<file path="config.mk">
export PLATFORM = sky130hd
export DESIGN_NAME = vga_timing_detector
export DESIGN_NICKNAME = d
export VERILOG_FILES = /design/src/rtl/vga_timing_detector_pkg.sv /design/src/rtl/vga_timing_detector_sync_edge.sv /design/src/rtl/vga_timing_detector.sv
export SDC_FILE = /design/constraint.sdc
export NUM_CORES = 1
export LEC_CHECK = 0
export BUFFER_PORTS_ARGS = -buffer_cell sky130_fd_sc_hd__buf_2
export CAP_MARGIN = 20
export CORE_ASPECT_RATIO = 1.1
export CORE_UTILIZATION = 45
export DETAILED_ROUTE_END_ITERATION = 16
export REMOVE_ABC_BUFFERS = 1
export SLEW_MARGIN = 40
export SYNTH_ARGS = -nofsm -noshare
export SYNTH_HDL_FRONTEND = slang
export SYNTH_SLANG_ARGS = --single-unit
</file>
<file path="constraint.sdc">
create_clock -name clk -period 5.08 [get_ports clk]
set_clock_uncertainty 0.2 [all_clocks]
set_input_delay 1.524 -clock clk [delete_from_list [all_inputs] [get_ports clk]]
set_output_delay 1.524 -clock clk [all_outputs]
set_load 0.02 [all_outputs]
</file>
<file path="src/rtl/vga_timing_detector_pkg.sv">
// Shared definitions for the VGA timing detector: FSM encoding and the
// 800x600@72 reference mode used by the generator and by benches.
package vga_timing_detector_pkg;

    typedef enum logic [1:0] {
        ST_SEARCH = 2'd0,
        ST_VERIFY = 2'd1,
        ST_LOCKED = 2'd2
    } det_state_t;

    localparam int SVGA72_LINE_LEN    = 1040;
    localparam int SVGA72_HS_WIDTH    = 120;
    localparam int SVGA72_FRAME_LINES = 666;
    localparam int SVGA72_VS_WIDTH    = 6;

endpackage

</file>
<file path="src/rtl/vga_timing_detector_sync_edge.sv">
// Two-flop synchronizer plus pix_en-gated edge detection for one sync input.
// Outputs are polarity-normalised: level=1 means "sync asserted".
module sync_edge #(
    parameter bit POL = 1'b1
) (
    input  logic clk,
    input  logic rst_n,
    input  logic pix_en,
    input  logic sync_in,
    output logic level,
    output logic rise,
    output logic fall
);

    logic [1:0] meta;
    logic       norm;
    logic       prev;

    // NOTE: all state here is sequential, so only non-blocking assignments;
    // blocking ones would let a downstream flop see this cycle's new value.
    always_ff @(posedge clk or negedge rst_n) begin
        if (!rst_n) begin
            meta <= '0;
            prev <= 1'b0;
        end else begin
            meta <= {meta[0], sync_in};
            if (pix_en) prev <= norm;
        end
    end

    assign norm  = meta[1] ^ ~POL;
    assign level = norm;
    assign rise  = pix_en & norm & ~prev;
    assign fall  = pix_en & ~norm & prev;

endmodule

</file>
<file path="src/rtl/vga_timing_detector.sv">
// Measures incoming hsync/vsync timing, locks onto a stable mode after
// LOCK_FRAMES identical frames, then publishes the mode and raster position.
module vga_timing_detector
    import vga_timing_detector_pkg::*;
#(
    parameter int HCNT_W      = 11,
    parameter int VCNT_W      = 10,
    parameter int LOCK_FRAMES = 2,
    parameter bit HS_POL      = 1'b1,
    parameter bit VS_POL      = 1'b1
) (
    input  logic              clk,
    input  logic              rst_n,
    input  logic              pix_en,
    input  logic              hsync_in,
    input  logic              vsync_in,
    output logic              locked,
    output logic [HCNT_W-1:0] line_len,
    output logic [HCNT_W-1:0] hs_width,
    output logic [VCNT_W-1:0] frame_lines,
    output logic [VCNT_W-1:0] vs_width,
    output logic [HCNT_W-1:0] pix_x,
    output logic [VCNT_W-1:0] pix_y,
    output logic              frame_start,
    output logic              mode_change
);

    localparam logic [HCNT_W-1:0] H_MAX  = '1;
    localparam logic [VCNT_W-1:0] V_MAX  = '1;
    localparam logic [3:0]        LOCK_N = LOCK_FRAMES[3:0];

    typedef struct packed {
        logic [HCNT_W-1:0] len;
        logic [HCNT_W-1:0] hsw;
        logic [VCNT_W-1:0] lines;
        logic [VCNT_W-1:0] vsw;
    } mode_t;

    logic h_level, h_rise, h_fall;
    logic v_level, v_rise, v_fall;

    sync_edge #(.POL(HS_POL)) u_hs_edge (
        .clk     (clk),
        .rst_n   (rst_n),
        .pix_en  (pix_en),
        .sync_in (hsync_in),
        .level   (h_level),
        .rise    (h_rise),
        .fall    (h_fall)
    );

    sync_edge #(.POL(VS_POL)) u_vs_edge (
        .clk     (clk),
        .rst_n   (rst_n),
        .pix_en  (pix_en),
        .sync_in (vsync_in),
        .level   (v_level),
        .rise    (v_rise),
        .fall    (v_fall)
    );

    logic [HCNT_W-1:0] hcnt, hwcnt, cur_len, cur_hsw, first_len, h_len;
    logic [VCNT_W-1:0] vcnt, vwcnt, cur_lines, cur_vsw, v_lines;
    logic              line_timeout, first_valid, frame_bad, armed;
    logic [3:0]        match_cnt;
    det_state_t        state;
    mode_t             t_now, candidate, mode_q;

    assign h_len   = hcnt + 1'b1;
    assign v_lines = vcnt + 1'b1;

    // Tuple for the frame closing this cycle: uses the values being captured
    // now, so a line or frame ending on this edge is already included.
    assign t_now = '{len:   (h_rise ? h_len : cur_len),
                     hsw:   cur_hsw,
                     lines: v_lines,
                     vsw:   cur_vsw};

    // Horizontal measurement.
    always_ff @(posedge clk or negedge rst_n) begin
        if (!rst_n) begin
            hcnt         <= '0;
            hwcnt        <= '0;
            cur_len      <= '0;
            cur_hsw      <= '0;
            line_timeout <= 1'b0;
        end else if (pix_en) begin
            if (h_rise) begin
                cur_len      <= h_len;
                hcnt         <= '0;
                line_timeout <= 1'b0;
            end else if (hcnt == H_MAX) begin
                line_timeout <= 1'b1;
            end else begin
                hcnt <= h_len;
            end

            if (h_rise)
                hwcnt <= '0;
            else if (h_level && hwcnt != H_MAX)
                hwcnt <= hwcnt + 1'b1;

            if (h_fall) cur_hsw <= hwcnt + 1'b1;
        end
    end

    // Vertical measurement; vsync wins over a coincident hsync for vcnt.
    always_ff @(posedge clk or negedge rst_n) begin
        if (!rst_n) begin
            vcnt      <= '0;
            vwcnt     <= '0;
            cur_lines <= '0;
            cur_vsw   <= '0;
        end else if (pix_en) begin
            if (v_rise) begin
                cur_lines <= v_lines;
                vcnt      <= '0;
            end else if (h_rise && vcnt != V_MAX) begin
                vcnt <= v_lines;
            end

            if (v_rise)
                vwcnt <= VCNT_W'(h_rise);
            else if (v_level && h_rise && vwcnt != V_MAX)
                vwcnt <= vwcnt + 1'b1;

            if (v_fall) cur_vsw <= vwcnt;
        end
    end

    // Line-length consistency within a frame. The line ending on the vsync
    // edge belongs to the old frame, so it never seeds the new reference.
    always_ff @(posedge clk or negedge rst_n) begin
        if (!rst_n) begin
            first_len   <= '0;
            first_valid <= 1'b0;
            frame_bad   <= 1'b0;
        end else if (v_rise) begin
            first_valid <= 1'b0;
            frame_bad   <= 1'b0;
        end else if (h_rise) begin
            if (!first_valid) begin
                first_len   <= h_len;
                first_valid <= 1'b1;
            end else if (h_len != first_len) begin
                frame_bad <= 1'b1;
            end
        end
    end

    // Lock FSM with registered status pulses and published mode.
    always_ff @(posedge clk or negedge rst_n) begin
        if (!rst_n) begin
            state       <= ST_SEARCH;
            armed       <= 1'b0;
            match_cnt   <= '0;
            candidate   <= '0;
            mode_q      <= '0;
            locked      <= 1'b0;
            frame_start <= 1'b0;
            mode_change <= 1'b0;
        end else begin
            frame_start <= 1'b0;
            mode_change <= 1'b0;
            case (state)
                ST_SEARCH: begin
                    if (v_rise) begin
                        if (!armed) begin
                            armed <= 1'b1;
                        end else if (!frame_bad) begin
                            candidate <= t_now;
                            match_cnt <= 4'd1;
                            if (LOCK_N <= 4'd1) begin
                                state  <= ST_LOCKED;
                                locked <= 1'b1;
                                mode_q <= t_now;
                            end else begin
                                state <= ST_VERIFY;
                            end
                        end
                    end
                end
                ST_VERIFY: begin
                    if (line_timeout || (v_rise && frame_bad)) begin
                        state <= ST_SEARCH;
                        armed <= 1'b0;
                    end else if (v_rise) begin
                        if (t_now == candidate) begin
                            if (match_cnt + 4'd1 >= LOCK_N) begin
                                state  <= ST_LOCKED;
                                locked <= 1'b1;
                                mode_q <= candidate;
                            end else begin
                                match_cnt <= match_cnt + 4'd1;
                            end
                        end else begin
                            candidate <= t_now;
                            match_cnt <= 4'd1;
                        end
                    end
                end
                ST_LOCKED: begin
                    if (line_timeout
                        || (h_rise && h_len != mode_q.len)
                        || (v_rise && (frame_bad || t_now != candidate))) begin
                        state       <= ST_SEARCH;
                        armed       <= 1'b0;
                        locked      <= 1'b0;
                        mode_change <= 1'b1;
                    end else if (v_rise) begin
                        frame_start <= 1'b1;
                    end
                end
                default: begin
                    state  <= ST_SEARCH;
                    armed  <= 1'b0;
                    locked <= 1'b0;
                end
            endcase
        end
    end

    assign line_len    = mode_q.len;
    assign hs_width    = mode_q.hsw;
    assign frame_lines = mode_q.lines;
    assign vs_width    = mode_q.vsw;
    assign pix_x       = hcnt;
    assign pix_y       = vcnt;

endmodule

</file>
==> flow_summary.ini <==
[setup_path]
cpPeakStageDelay_ns = 0.52
crit_family = simple AND/OR/NAND/NOR gates
arrival_ns = 4.41
cp-start-kind = primary input
critPathMaxFanout = 33
crit_chain = buf_2, and3b_1, a21oi_1, a2111o_1, or4b_1, nor4_4, nand3_4, buf_12, mux2_1
criticalPathCategory = in2reg
slowest_stage = or4b_1
worst_setup_path_end_kind = flop
required_ns = 5.20
worst-path-buf-inv = 2

[route]
ant_nets = 0
vias = 6622
drt_iter0_drc = 398
wirelength_mm = 21.5
dr.pass1.iters = 5
post-route-drc-count = 0
avgViaCountPerCell = 5.47
post_drt_wl_per_cell_um = 17.8

[global_routing]
overflow = 0
grt_max_degree = 78
grtUsageTotal_pct = 21.5
grt_pass1_wl_mm = 35.7
grt_pass1_vias = 6524
antenna_found_initial = 0

[logic_synthesis]
syn_area_per_cell_sq_um = 10.8
synth_ff_type = dfrtp_1
synth_top_area_cell = dfrtp_1
netlist_area_sq_um = 9380
ys_ff_latch = 188
synth_cell_types = 65
synthAdderAreaFrac_pct = 0.801
yosys.area_share.simple_pct = 15.4
ys_seq_area_share_pct = 50.2
yosysWarnings = 0
synth_most_common_cell = dfrtp_1
synthTopCellsByArea = dfrtp_1, mux2_2, xnor2_1
async_flop_share_pct = 100
synth_top_area_share_pct = 50.2
synth_compound_area_share_pct = 8.49
synth.area.mux_share_pct = 11.9
netlist_instances = 871
synth_top_family_by_area = simple AND/OR/NAND/NOR gates
synth_edf_count = 0
synth_common_cells = dfrtp_1, mux2_2, xnor2_1
synth_xor_area_share_pct = 10.5

[floorplan]
die_h_um = 153
placementRows = 55
ios = 71
dieWidth_um = 140
dieArea_sq_um = 21400
core_sq_um = 20500
initial_core_util_pct = 45.7

[status]
status = finished clean

[finish]
area_delta_synth_final_pct = 14.3
antenna_cells = 0
final_util_pct = 52.3
drive_gt1_share_pct = 23.4
multi_input_area_sq_um = 4440
n_fill_cell = 1868
ff_latch_area_sq_um = 4700
fin_nets = 953

[clock_tree]
cts_made_buffers = 17
ctsHoldBuffers = 0
cts.sinks = 188
clock_path_buffers = 2
clk_pin_slew_ns = 0.07
ctsResizeCount = 0
cts-htree-levels = 4
cts_setup_buffers = 0
cts_root_buffer = clkbuf_16
cts_tree = built
clkLatencyLatePin_ns = 0.43

[power_and_ir_drop]
ir_drop_mv = 0.249
power.leakage_nw = 5.03
cellPowerDensity_nw_per_um2 = 390
fin_total_pwr_w = 0.00418

[timing]
slew_headroom_pct = 44.0
worst_slew_pin_slew_ns = 0.832
final-hold-violation-count = 0
rsz0062_at_grt = no
layout_setup_ws_ns = 0.788
tns_ns = 0
slew_viol_final = 0
max_freq_ghz = 0.233
setup_viol = 0
period_needed_ns = 4.29
timing.final.crit_share_pct = 84.5

[placed_design]
dp_hpwl_mm = 15.6
place_congestion = 0.818
dp_slack_ns = 0.333
portBuffers = 70

[flow_run]
drv_cap = 0

[worst_hold_path]
hold_class = reg2reg
==> sequential cells by signal, indices dropped and copies added, names as in the netlist, 4 cells and up <==
| name | flops |
|---|---|
| candidate | 42 |
| cur_hsw | 11 |
| cur_len | 11 |
| first_len | 11 |
| hs_width | 11 |
| hwcnt | 11 |
| line_len | 11 |
| pix_x | 11 |
| cur_vsw | 10 |
| frame_lines | 10 |
| pix_y | 10 |
| vs_width | 10 |
| vwcnt | 10 |
| match_cnt | 4 |
==> final cells by class <==
cell class | instances | share of cell area (%)
flip-flops and latches | 188 | 43.9
multi-input cells | 621 | 41.4
repair buffers | 91 | 5.17
clock buffers | 18 | 4.10
well taps | 256 | 2.99
clock inverters | 14 | 1.69
inverters | 23 | 0.805
==> power breakdown <==
| part | leakage [nW] | internal (W) | total, W | switching (W) |
|---|---|---|---|---|
| Sequential | 2.51 | 0.00166 | 0.00187 | 0.000205 |
| Clock | 0.296 | 0.000798 | 0.00141 | 0.000608 |
| Combinational | 2.22 | 0.000417 | 0.000906 | 0.000489 |
==> cells in the final DEF (no fill, tap or decap), types with 4 or more instances in the layout <==
master and count:
nand4_1 22, nor2b_1 6, ha_1 6, nor4_1 7, dfrtp_1 188, buf_4 18, nand2_1 68, inv_1 23
o21ai_0 48, or3b_2 4, nand3_1 16, and3_1 12, mux2i_1 8, nand3b_1 4, o22ai_1 4, xor2_1 37
nand2b_1 17, o31ai_1 5, mux2_2 84, nor3_1 15, xnor2_1 70, clkbuf_16 17, nor2_1 68, buf_2 69
a31oi_1 10, a21oi_1 30, mux2_1 8, or3_1 7, inv_6 4, and2_1 6
==> cell families (layout without fill, tap and decap cells) <==
family	count (synthesis)	after routing
flops	188	188
mux	100	100
buf+inv	62	146
compound gates	130	130
xor+xnor	109	109
simple gates	276	276
fa+ha+maj	6	6
==> worst paths after layout <==
check,startpoint,endpoint,slack [ns],cells after the start
worst max register to register,pix_x[0],hs_width[2],0.93,10
worst min-delay path,u_hs_edge.meta[0],u_hs_edge.meta[1],0.15,0
max in group asynchronous,rst_n,hs_width[8],2.91,2
worst min register to register,u_hs_edge.meta[0],u_hs_edge.meta[1],0.15,0
min in group asynchronous,rst_n,first_len[2],0.90,1
worst max-delay path,pix_en,hs_width[2],0.79,9
==> metrics by stage <==
step	instances	hold WS, ns	instance area [sq um]
after floorplan	832	0.131	9210
after global placement	1179	0.134	10100
after detailed placement	1179	0.136	10100
after CTS	1211	0.152	10700
after global routing	1211	0.164	10700
final	1211	0.149	10700
==> worst reg2reg max path, cell delays in order (launching register included) <==
cell and delay [ns]:
dfrtp_1 0.48, ha_1 0.30, nand4_1 0.37, o21ai_0 0.33
a21oi_1 0.07, o41ai_1 0.48, or4b_1 0.54, nor4_4 0.37
nand3_4 0.27, buf_12 0.25, mux2_1 0.38
==> routing by layer <==
metal  global-route usage [%]  vias up  share of wire (%)
li1                         -     3213                  -
met1                     28.6     3276                 46
met2                     35.0      104                 48
met3                     4.32       29                3.5
met4                     6.91        0                2.2
met5                        0        -                  0
(Power assumes the default switching activity.)
